**src/rtl/mi_reg_responder.sv**
```systemverilog
// MI slave endpoint: byte-enabled register file with fixed-latency in-order read return.
// Optional error counter port ERR_CNT is enabled by defining MI_RESP_ERR_CNT_EN.
module mi_reg_responder #(
  parameter int unsigned DATA_WIDTH   = 32,
  parameter int unsigned ADDR_WIDTH   = 32,
  parameter int unsigned META_WIDTH   = 2,
  parameter int unsigned REGS         = 16,
  parameter logic [ADDR_WIDTH-1:0] BASE_ADDR = '0,
  parameter int unsigned READ_LATENCY = 2,
  parameter int unsigned STALL_CYCLES = 0
) (
  input  logic                    CLK,
  input  logic                    RESET,
  input  logic [DATA_WIDTH-1:0]   MI_DWR,
  input  logic [META_WIDTH-1:0]   MI_MWR,
  input  logic [ADDR_WIDTH-1:0]   MI_ADDR,
  input  logic [DATA_WIDTH/8-1:0] MI_BE,
  input  logic                    MI_RD,
  input  logic                    MI_WR,
  output logic                    MI_ARDY,
  output logic [DATA_WIDTH-1:0]   MI_DRD,
`ifdef MI_RESP_ERR_CNT_EN
  output logic [15:0]             ERR_CNT,
`endif
  output logic                    MI_DRDY
);

  localparam int unsigned BE_W    = DATA_WIDTH / 8;
  localparam int unsigned OFF_W   = $clog2(BE_W);
  localparam int unsigned IDX_W   = $clog2(REGS);
  localparam int unsigned SPAN    = REGS * BE_W;
  localparam int unsigned STALL_W = (STALL_CYCLES > 0) ? $clog2(STALL_CYCLES + 1) : 1;

  logic [DATA_WIDTH-1:0] regs_q [REGS];
  logic                  vld_q  [READ_LATENCY];
  logic [DATA_WIDTH-1:0] dat_q  [READ_LATENCY];
  logic [STALL_W-1:0]    stall_q;

  logic [ADDR_WIDTH-1:0] offset_c;
  logic                  in_range_c;
  logic [IDX_W-1:0]      idx_c;
  logic                  req_c;
  logic                  acc_c;
  logic                  wr_acc_c;
  logic                  rd_acc_c;
  logic [DATA_WIDTH-1:0] rdata_c;
  logic                  unused_ok;

  // Metadata travels with the request but carries no meaning here.
  assign unused_ok = ^MI_MWR;

  // Address decode: wrap-around subtraction makes addresses below the base out of range.
  assign offset_c   = MI_ADDR - BASE_ADDR;
  assign in_range_c = offset_c < ADDR_WIDTH'(SPAN);
  assign idx_c      = MI_ADDR[OFF_W+IDX_W-1:OFF_W];

  assign req_c    = MI_RD | MI_WR;
  assign MI_ARDY  = req_c & ~RESET & (stall_q == '0);
  assign acc_c    = req_c & MI_ARDY;
  assign wr_acc_c = acc_c & MI_WR;
  assign rd_acc_c = acc_c & MI_RD & ~MI_WR;
  assign rdata_c  = in_range_c ? regs_q[idx_c] : '0;

  // Post-accept throttle counter.
  always_ff @(posedge CLK) begin
    if (RESET) begin
      stall_q <= '0;
    end else if (acc_c) begin
      stall_q <= STALL_W'(STALL_CYCLES);
    end else if (stall_q != '0) begin
      stall_q <= stall_q - STALL_W'(1);
    end
  end

  // Register file with per-byte write enables.
  always_ff @(posedge CLK) begin
    if (RESET) begin
      for (int unsigned r = 0; r < REGS; r++) begin
        regs_q[r] <= '0;
      end
    end else if (wr_acc_c && in_range_c) begin
      for (int unsigned b = 0; b < BE_W; b++) begin
        if (MI_BE[b]) begin
          regs_q[idx_c][b*8 +: 8] <= MI_DWR[b*8 +: 8];
        end
      end
    end
  end

  // Fixed-latency read return pipeline; reset drops anything in flight.
  always_ff @(posedge CLK) begin
    if (RESET) begin
      for (int unsigned i = 0; i < READ_LATENCY; i++) begin
        vld_q[i] <= 1'b0;
        dat_q[i] <= '0;
      end
    end else begin
      vld_q[0] <= rd_acc_c;
      dat_q[0] <= rd_acc_c ? rdata_c : '0;
      for (int unsigned i = 1; i < READ_LATENCY; i++) begin
        vld_q[i] <= vld_q[i-1];
        dat_q[i] <= dat_q[i-1];
      end
    end
  end

  assign MI_DRDY = vld_q[READ_LATENCY-1];
  assign MI_DRD  = dat_q[READ_LATENCY-1];

`ifdef MI_RESP_ERR_CNT_EN
  logic [15:0] err_q;

  // Saturating count of out-of-range and RD+WR collision accesses.
  always_ff @(posedge CLK) begin
    if (RESET) begin
      err_q <= '0;
    end else if (acc_c && (!in_range_c || (MI_RD && MI_WR)) && (err_q != 16'hFFFF)) begin
      err_q <= err_q + 16'd1;
    end
  end

  assign ERR_CNT = err_q;
`endif

endmodule

```
**config.mk**
```make
export PLATFORM = sky130hd
export DESIGN_NAME = mi_reg_responder
export DESIGN_NICKNAME = d
export VERILOG_FILES = /design/src/rtl/mi_reg_responder.sv
export SDC_FILE = /design/constraint.sdc
export NUM_CORES = 1
export LEC_CHECK = 0
export ABC_AREA = 1
export CAP_MARGIN = 20
export CORE_MARGIN = 4
export CORE_UTILIZATION = 57
export CTS_BUF_LIST = sky130_fd_sc_hd__clkbuf_8
export DETAILED_ROUTE_END_ITERATION = 8
export PLACE_DENSITY = 0.88
export SYNTH_ARGS = -nofsm -noshare
export SYNTH_HDL_FRONTEND = slang
export SYNTH_SLANG_ARGS = --single-unit
```
**constraint.sdc**
```tcl
create_clock -name CLK -period 2.4 [get_ports CLK]
set_clock_uncertainty 0.2 [all_clocks]
set_input_delay 0.48 -clock CLK [delete_from_list [all_inputs] [get_ports CLK]]
set_output_delay 0.48 -clock CLK [all_outputs]
set_load 0.01 [all_outputs]
```
==> impl_metrics.py, run 1 <==
metrics = {
    "synth": {
        "synth_top_cell_area_share": 0.5807,
        "ys.flop_type": "edfxtp_1",
        "yosys-top-cells-count": "nand2_1 (652), nor2_1 (610), edfxtp_1 (512)",
        "yosysTopAreaCell": "edfxtp_1",
        "yosysMostFrequentCell": "nand2_1",
        "ys_ff_latch": 579,
        "synth_fa_ha_area_frac": 0,
        "ys_warn_count": 0,
        "synth_top_family_by_area": "simple AND/OR/NAND/NOR gates",
        "yosys-top-cells-area": "edfxtp_1 (58%), nand2_1 (9.2%), nor2_1 (8.6%)",
        "synth_xor_area_frac": 0,
        "synth_compound_area_frac": 0.0001890,
        "synth_fp_nets": 2688,
        "syn_inst": 2614,
        "syn_avg_cell_area_sq_um": 10.13,
        "synth.distinct_cells": 26,
        "synth-simple-area-share": 0.3176,
        "syn_area_sq_mm": 0.02648,
        "synthArstFlopShare": 0,
        "synth_seq_area_share": 0.6314,
        "synthMuxAreaShare": 0,
        "synth_edf_count": 512,
    },
    "floorplanning": {
        "io_pins": 108,
        "die_h_microns": 223.5,
        "die-area_sq_mm": 0.04996,
        "die_x_microns": 223.5,
        "rows": 78,
        "initial_core_util": 0.5797,
        "core_sq_mm": 0.04567,
    },
    "power": {
        "p_per_area_mw_per_mm2": 674.3,
        "seq_power_share": 0.530,
        "p_leak_nw": 13.45,
        "ir_worst_vdd_mv": 0.5617,
        "comb_power_share": 0.077,
        "clkPwrFrac": 0.393,
        "p_sw_frac": 0.2417,
        "p_sw_mw": 5.122,
        "p_int_mw": 16.07,
    },
    "global_route": {
        "grt_pass1_vias": 21040,
        "grt_antenna_before_repair": 1,
        "grt-ovfl-total": 0,
        "grt_pass1_wl_microns": 111700,
        "grt_use_total": 0.2827,
        "grt_max_degree": 129,
    },
    "placement": {
        "dp_hpwl_microns": 45160,
        "io_buffers": 103,
        "globalplace.congestion": 0.9244,
        "dp_slack_ns": -0.3762,
    },
    "final_layout": {
        "area_growth_pct": 18.69,
        "fillers": 2951,
        "drive_above_1_share": 0.1559,
        "layout.nets": 2896,
    },
    "clocking": {
        "insertion_delay_ns": 0.69,
        "clock_sinks": 579,
        "cts_tree": "yes",
        "cts-root-buf": "clkbuf_8",
        "cts_buffer_depth": 3,
        "h-tree-depth": 3,
        "numCtsBuffers": 90,
        "post_cts_buffers": 0,
        "cts-hold-fix-buffers": 0,
        "clkTransAtPathRegs_ns": 0.06,
    },
    "min_path": {
        "hold_depth": 3,
        "hold_class": "input port to flop",
    },
    "timing": {
        "rsz0062_at_grt": "no",
        "drv_slew": 0,
        "finalCritPeriodShare": 0.9730,
        "maxSlewHeadroom": 0.5874,
        "hold_viol": 0,
        "setup_violations": 0,
        "timing.hold.ws_ns": 0.05995,
        "worst_slew_pin_slew_ns": 0.6190,
        "fin_ws_ns": 0.06472,
        "fmax_mhz": 428.2,
        "timing.setup.tns_ns": 0,
        "fin_crit_ns": 2.335,
    },
    "run_status": {
        "status": "complete, no violations",
    },
    "route": {
        "totalWireLength_microns": 71670,
        "dr.first_iter.drc_count": 3110,
        "wl_per_cell_microns": 20.48,
        "num_vias": 20940,
        "drc": 0,
        "drtAntennaViolNets": 0,
        "via_per_inst": 5.982,
        "drtPass1Iterations": 7,
    },
    "critical_path": {
        "crit_fanout": 3,
        "worstPathArrival_ns": 1.66,
        "end_kind": "primary output",
        "startpoint_type": "flop",
        "path_class": "flop to primary output",
        "cp.required_ns": 1.72,
        "rr_worst_depth": 5,
    },
    "run": {
        "maxCapViolCount": 0,
    },
}
cells in the final DEF, fill, tap and decap left out, drive strengths merged:
cell / netlist / routed
clkinvlp: 0 / 2
edfxtp: 512 / 512
clkdlybuf4s50: 0 / 99
diode: 0 / 1
a21oi: 1 / 1
nand4: 128 / 128
clkdlybuf4s15: 0 / 1
clkbuf: 108 / 101
nand3: 320 / 320
buf: 91 / 215
inv: 80 / 120
clkinv: 0 / 21
conb: 1 / 1
or2: 2 / 2
and2: 1 / 1
nand2: 653 / 653
nor2: 649 / 649
dfxtp: 67 / 67
bufinv: 0 / 5
nor3: 1 / 1
logic make-up (layout without fill, tap and decap cells):
logic type             count (synthesis)  in the layout
other                                  1              2
AOI/OAI and AO/OA                      1              1
buffers and inverters                279            564
and+or+nand+nor                     1754           1754
DFF                                  579            579
layout make-up:
class	instances	area (sq um)	share of cell area
antenna	1	2.502	0.00007963
clock inverter	68	429.2	0.01366
sequential	579	16720	0.5319
tap	600	750.7	0.02389
timing repair buffer	315	3393	0.1080
inverter	80	307.8	0.009794
multi-input combinational	1756	8437	0.2685
clock buffer	101	1390	0.04423
layer usage:
layer | part of all wire | global-route usage | vias up
met2 | 0.49 | 0.4715 | 1714
met5 | 0 | 0 | -
met3 | 0.12 | 0.05632 | 308
met1 | 0.33 | 0.3446 | 9718
li1 | - | - | 9197
met4 | 0.054 | 0.1640 | 0
worst max-delay path: stages, from the launching register on:
cell,delay [ns]
dfxtp_1,0.29
or2_1,0.29
a21oi_1,0.17
clkdlybuf4s15_2,0.25
sequential cells by signal, summed over array words and instances (netlist names):
signal,flops
regs_q,512
stall_q,1
dat_q,64
vld_q,2
power by group through the flow:
| stage | Combinational [mW] | Sequential, mW | Clock (mW) |
|---|---|---|---|
| 6_report | 1.63 | 11.2 | 8.34 |
| 5_1_grt | 1.72 | 11.2 | 8.83 |
| 4_1_cts | 1.59 | 11.2 | 8.35 |
| 3_5_place_dp | 1.57 | 11.4 | 0 |
| 3_3_place_gp | 1.52 | 11.4 | 0 |
| 2_1_floorplan | 0.867 | 11.4 | 0 |
path summary, 6_finish.rpt:
| path | start | end | slack [ns] |
|---|---|---|---|
| hold / removal | RESET | dat_q[0][38]$_SDFF_PP0_ | 0.06 |
| setup / recovery | stall_q$_SDFF_PP0_ | MI_ARDY | 0.06 |
| hold reg to reg | dat_q[0][21]$_SDFF_PP0_ | dat_q[0][53]$_SDFF_PP0_ | 0.20 |
| setup reg to reg | stall_q$_SDFF_PP0_ | regs_q[0][17]$_SDFFCE_PN0P_ | 0.31 |
per-stage QoR:
stage | std cells | total power [mW] | util | instance area, sq um
2_1_floorplan | 2614 | 12.26 | - | 26480
3_3_place_gp | 3330 | 12.93 | 0.6481 | 29600
3_5_place_dp | 3330 | 13.00 | 0.6481 | 29600
4_1_cts | 3499 | 21.16 | 0.6880 | 31420
5_1_grt | 3500 | 21.78 | 0.6881 | 31430
6_report | 3500 | 21.19 | 0.6881 | 31430
what timing repair did:
action	in CTS	in global routing
resized for setup	3	0
hold endpoints to repair	0	0
setup endpoints to repair	1	0
Power figures use the tool's default switching activity.
==> inputs of run 2 (changes only) <==
--- a/config.mk
+++ b/config.mk
@@ -7,7 +7,6 @@
 export LEC_CHECK = 0
 export ABC_AREA = 1
 export CAP_MARGIN = 20
-export CORE_MARGIN = 4
 export CORE_UTILIZATION = 57
 export CTS_BUF_LIST = sky130_fd_sc_hd__clkbuf_8
 export DETAILED_ROUTE_END_ITERATION = 8
==> run 2 against run 1 <==
Net effect:
- the flow now finishes with violations (design-rule violations)
- non-clock buffer count grew 1
- fmax shrank 1.0%
- via count grew 0.54%
- combinational power grew 2%
- setup slack lost 0.025 ns
- wire length is essentially flat
- critical path type unchanged
==> impl_metrics.py, run 2 (synthesis results as in run 1) <==
metrics = {
    "route": {
        "drc": 3,
        "num_vias": 21050,
        "via_per_inst": 6.035,
        "wl_per_cell_microns": 20.54,
        "dr.first_iter.drc_count": 3099,
        "drtAntennaViolNets": 0,
        "totalWireLength_microns": 71650,
        "drtPass1Iterations": 9,
    },
    "clocking": {
        "insertion_delay_ns": 0.68,
        "cts_tree": "yes",
        "numCtsBuffers": 86,
        "post_cts_buffers": 0,
        "clkTransAtPathRegs_ns": 0.06,
        "cts_buffer_depth": 3,
        "clock_sinks": 579,
        "cts-root-buf": "clkbuf_8",
        "h-tree-depth": 3,
    },
    "timing": {
        "finalCritPeriodShare": 0.9833,
        "setup_violations": 0,
        "rsz0062_at_grt": "no",
        "timing.hold.ws_ns": 0.04914,
        "hold_viol": 0,
        "fin_crit_ns": 2.360,
        "fin_ws_ns": 0.04011,
        "fmax_mhz": 423.7,
        "drv_slew": 0,
    },
    "final_layout": {
        "layout_common_cells": "nand2_1 (652), nor2_1 (608), edfxtp_1 (512), nand3_1 (320), buf_4 (148)",
        "drive_above_1_share": 0.1541,
        "layout.nets": 2893,
        "fillers": 2878,
        "layoutNonFillerInstCount": 3488,
        "largest_reg_flops": 512,
        "largest-register": "regs_q",
        "final_cell_area_sq_mm": 0.03125,
        "layout_commonest_cell": "nand2_1",
        "diodes": 0,
        "largestRegisters": "regs_q x512, dat_q x64, vld_q x2",
        "area_growth_pct": 18.04,
    },
    "global_route": {
        "grt_max_degree": 101,
        "grt_pass1_wl_microns": 110400,
        "grtUsageMet2": 0.5090,
        "use_met1": 0.3504,
        "grt_use_total": 0.3050,
        "grt-ovfl-total": 0,
        "grt_antenna_before_repair": 0,
        "grt_pass1_vias": 20990,
        "top_usage_layer": "met2",
        "met3_usage": 0.07364,
    },
    "critical_path": {
        "worst_path_dominant_cell_family": "simple AND/OR/NAND/NOR gates",
        "crit_path_end": "MI_ARDY",
        "crit_path_top_delay_cell": "or2_1",
        "critPathMaxStageDelay_ns": 0.30,
        "worstPathArrival_ns": 1.68,
        "r2r_slack_ns": 0.28,
        "r2r-end": "regs_q[11][25]$_SDFFCE_PN0P_",
        "r2r-start": "stall_q$_SDFF_PP0_",
        "path_cells": "or2_1, a21oi_1, clkdlybuf4s15_1",
        "crit_fanout": 3,
        "critPathBufInv": 1,
        "end_kind": "primary output",
        "rr_worst_depth": 6,
        "startpoint_type": "flop",
        "worst-path-stages": 3,
        "path_class": "flop to primary output",
        "crit_start": "stall_q$_SDFF_PP0_",
        "cp.required_ns": 1.72,
    },
    "power": {
        "finalPower_mw": 20.39,
        "p_per_area_mw_per_mm2": 652.4,
        "ir_worst_vdd_mv": 0.4202,
        "p_leak_nw": 13.33,
    },
    "floorplanning": {
        "rows": 78,
        "die_h_microns": 217.5,
        "die-area_sq_mm": 0.04732,
        "io_pins": 108,
        "die_x_microns": 217.5,
        "initial_core_util": 0.5809,
        "core_sq_mm": 0.04558,
    },
    "placement": {
        "io_buffers": 103,
        "dp_hpwl_microns": 44580,
        "globalplace.congestion": 0.8967,
        "placed_cell_area_sq_mm": 0.02966,
        "dp_slack_ns": -0.4166,
        "placedCellCount": 3331,
    },
    "run_status": {
        "violations": "design-rule violations",
        "status": "complete, but fails checks",
    },
    "run": {
        "maxCapViolCount": 0,
    },
    "min_path": {
        "hold_class": "input port to flop",
    },
}
## run 2: cell count changes in the layout (fill, tap and decap cells not counted), sizes merged
cell,before,now
bufinv,5,1
diode,1,0
clkbuf,101,93
clkinv,21,30
clkinvlp,2,5
buf,215,216
inv,120,108
## run 2: per-layer routing
metal  part of all wire  up-vias
li1                   -     9182
met1               0.32     9747
met3               0.13      393
met2               0.48     1728
met5                  0        -
met4              0.064        0
## run 2: how the worst min path moves through the flow
| stage | end | from | cells past startpoint |
|---|---|---|---|
| floorplan | dat_q[0][32]$_SDFF_PP0_ | dat_q[0][0]$_SDFF_PP0_ | 2 |
| global placement | dat_q[0][62]$_SDFF_PP0_ | dat_q[0][30]$_SDFF_PP0_ | 2 |
| finish | dat_q[0][41]$_SDFF_PP0_ | RESET | 3 |
| CTS | dat_q[0][53]$_SDFF_PP0_ | RESET | 3 |
| detailed placement | dat_q[0][60]$_SDFF_PP0_ | dat_q[0][28]$_SDFF_PP0_ | 2 |
| global route | dat_q[0][39]$_SDFF_PP0_ | RESET | 3 |
## run 2: final cells by class
cell class | count | area, sq um | share of cell area
multi-input cells | 1756 | 8437 | 0.2700
well taps | 600 | 750.7 | 0.02402
inverters | 80 | 307.8 | 0.009849
repair buffers | 316 | 3450 | 0.1104
clock buffers | 93 | 1280 | 0.04096
clock inverters | 64 | 311.5 | 0.009969
flip-flops and latches | 579 | 16720 | 0.5349
## run 2: what timing repair did
item | CTS | global route
resized for setup | 1 | 1
endpoints found under the setup margin | 1 | 1
hold buffers | 0 | 0
endpoints found under the hold margin | 0 | 0
pin swaps | 0 | 0
## run 2: report_power, final
part | total [mW] | internal (mW) | leakage [nW] | switching [mW]
registers | 11.2 | 11.1 | 6.04 | 0.0797
clock network | 7.50 | 3.70 | 0.919 | 3.80
logic | 1.67 | 0.534 | 6.37 | 1.14
total | 20.4 | 15.4 | 13.3 | 5.02
## run 2: tightest hold or removal path: stages
cell and delay (ns):
buf_2 0.12, buf_12 0.17, nor2_1 0.11
## run 2: stage by stage
step                      TNS, ns    util
after floorplan                 0       -
after global placement    -195.02  0.6508
after detailed placement  -244.22  0.6508
after CTS                       0  0.6857
after global routing            0  0.6857
final                           0  0.6857
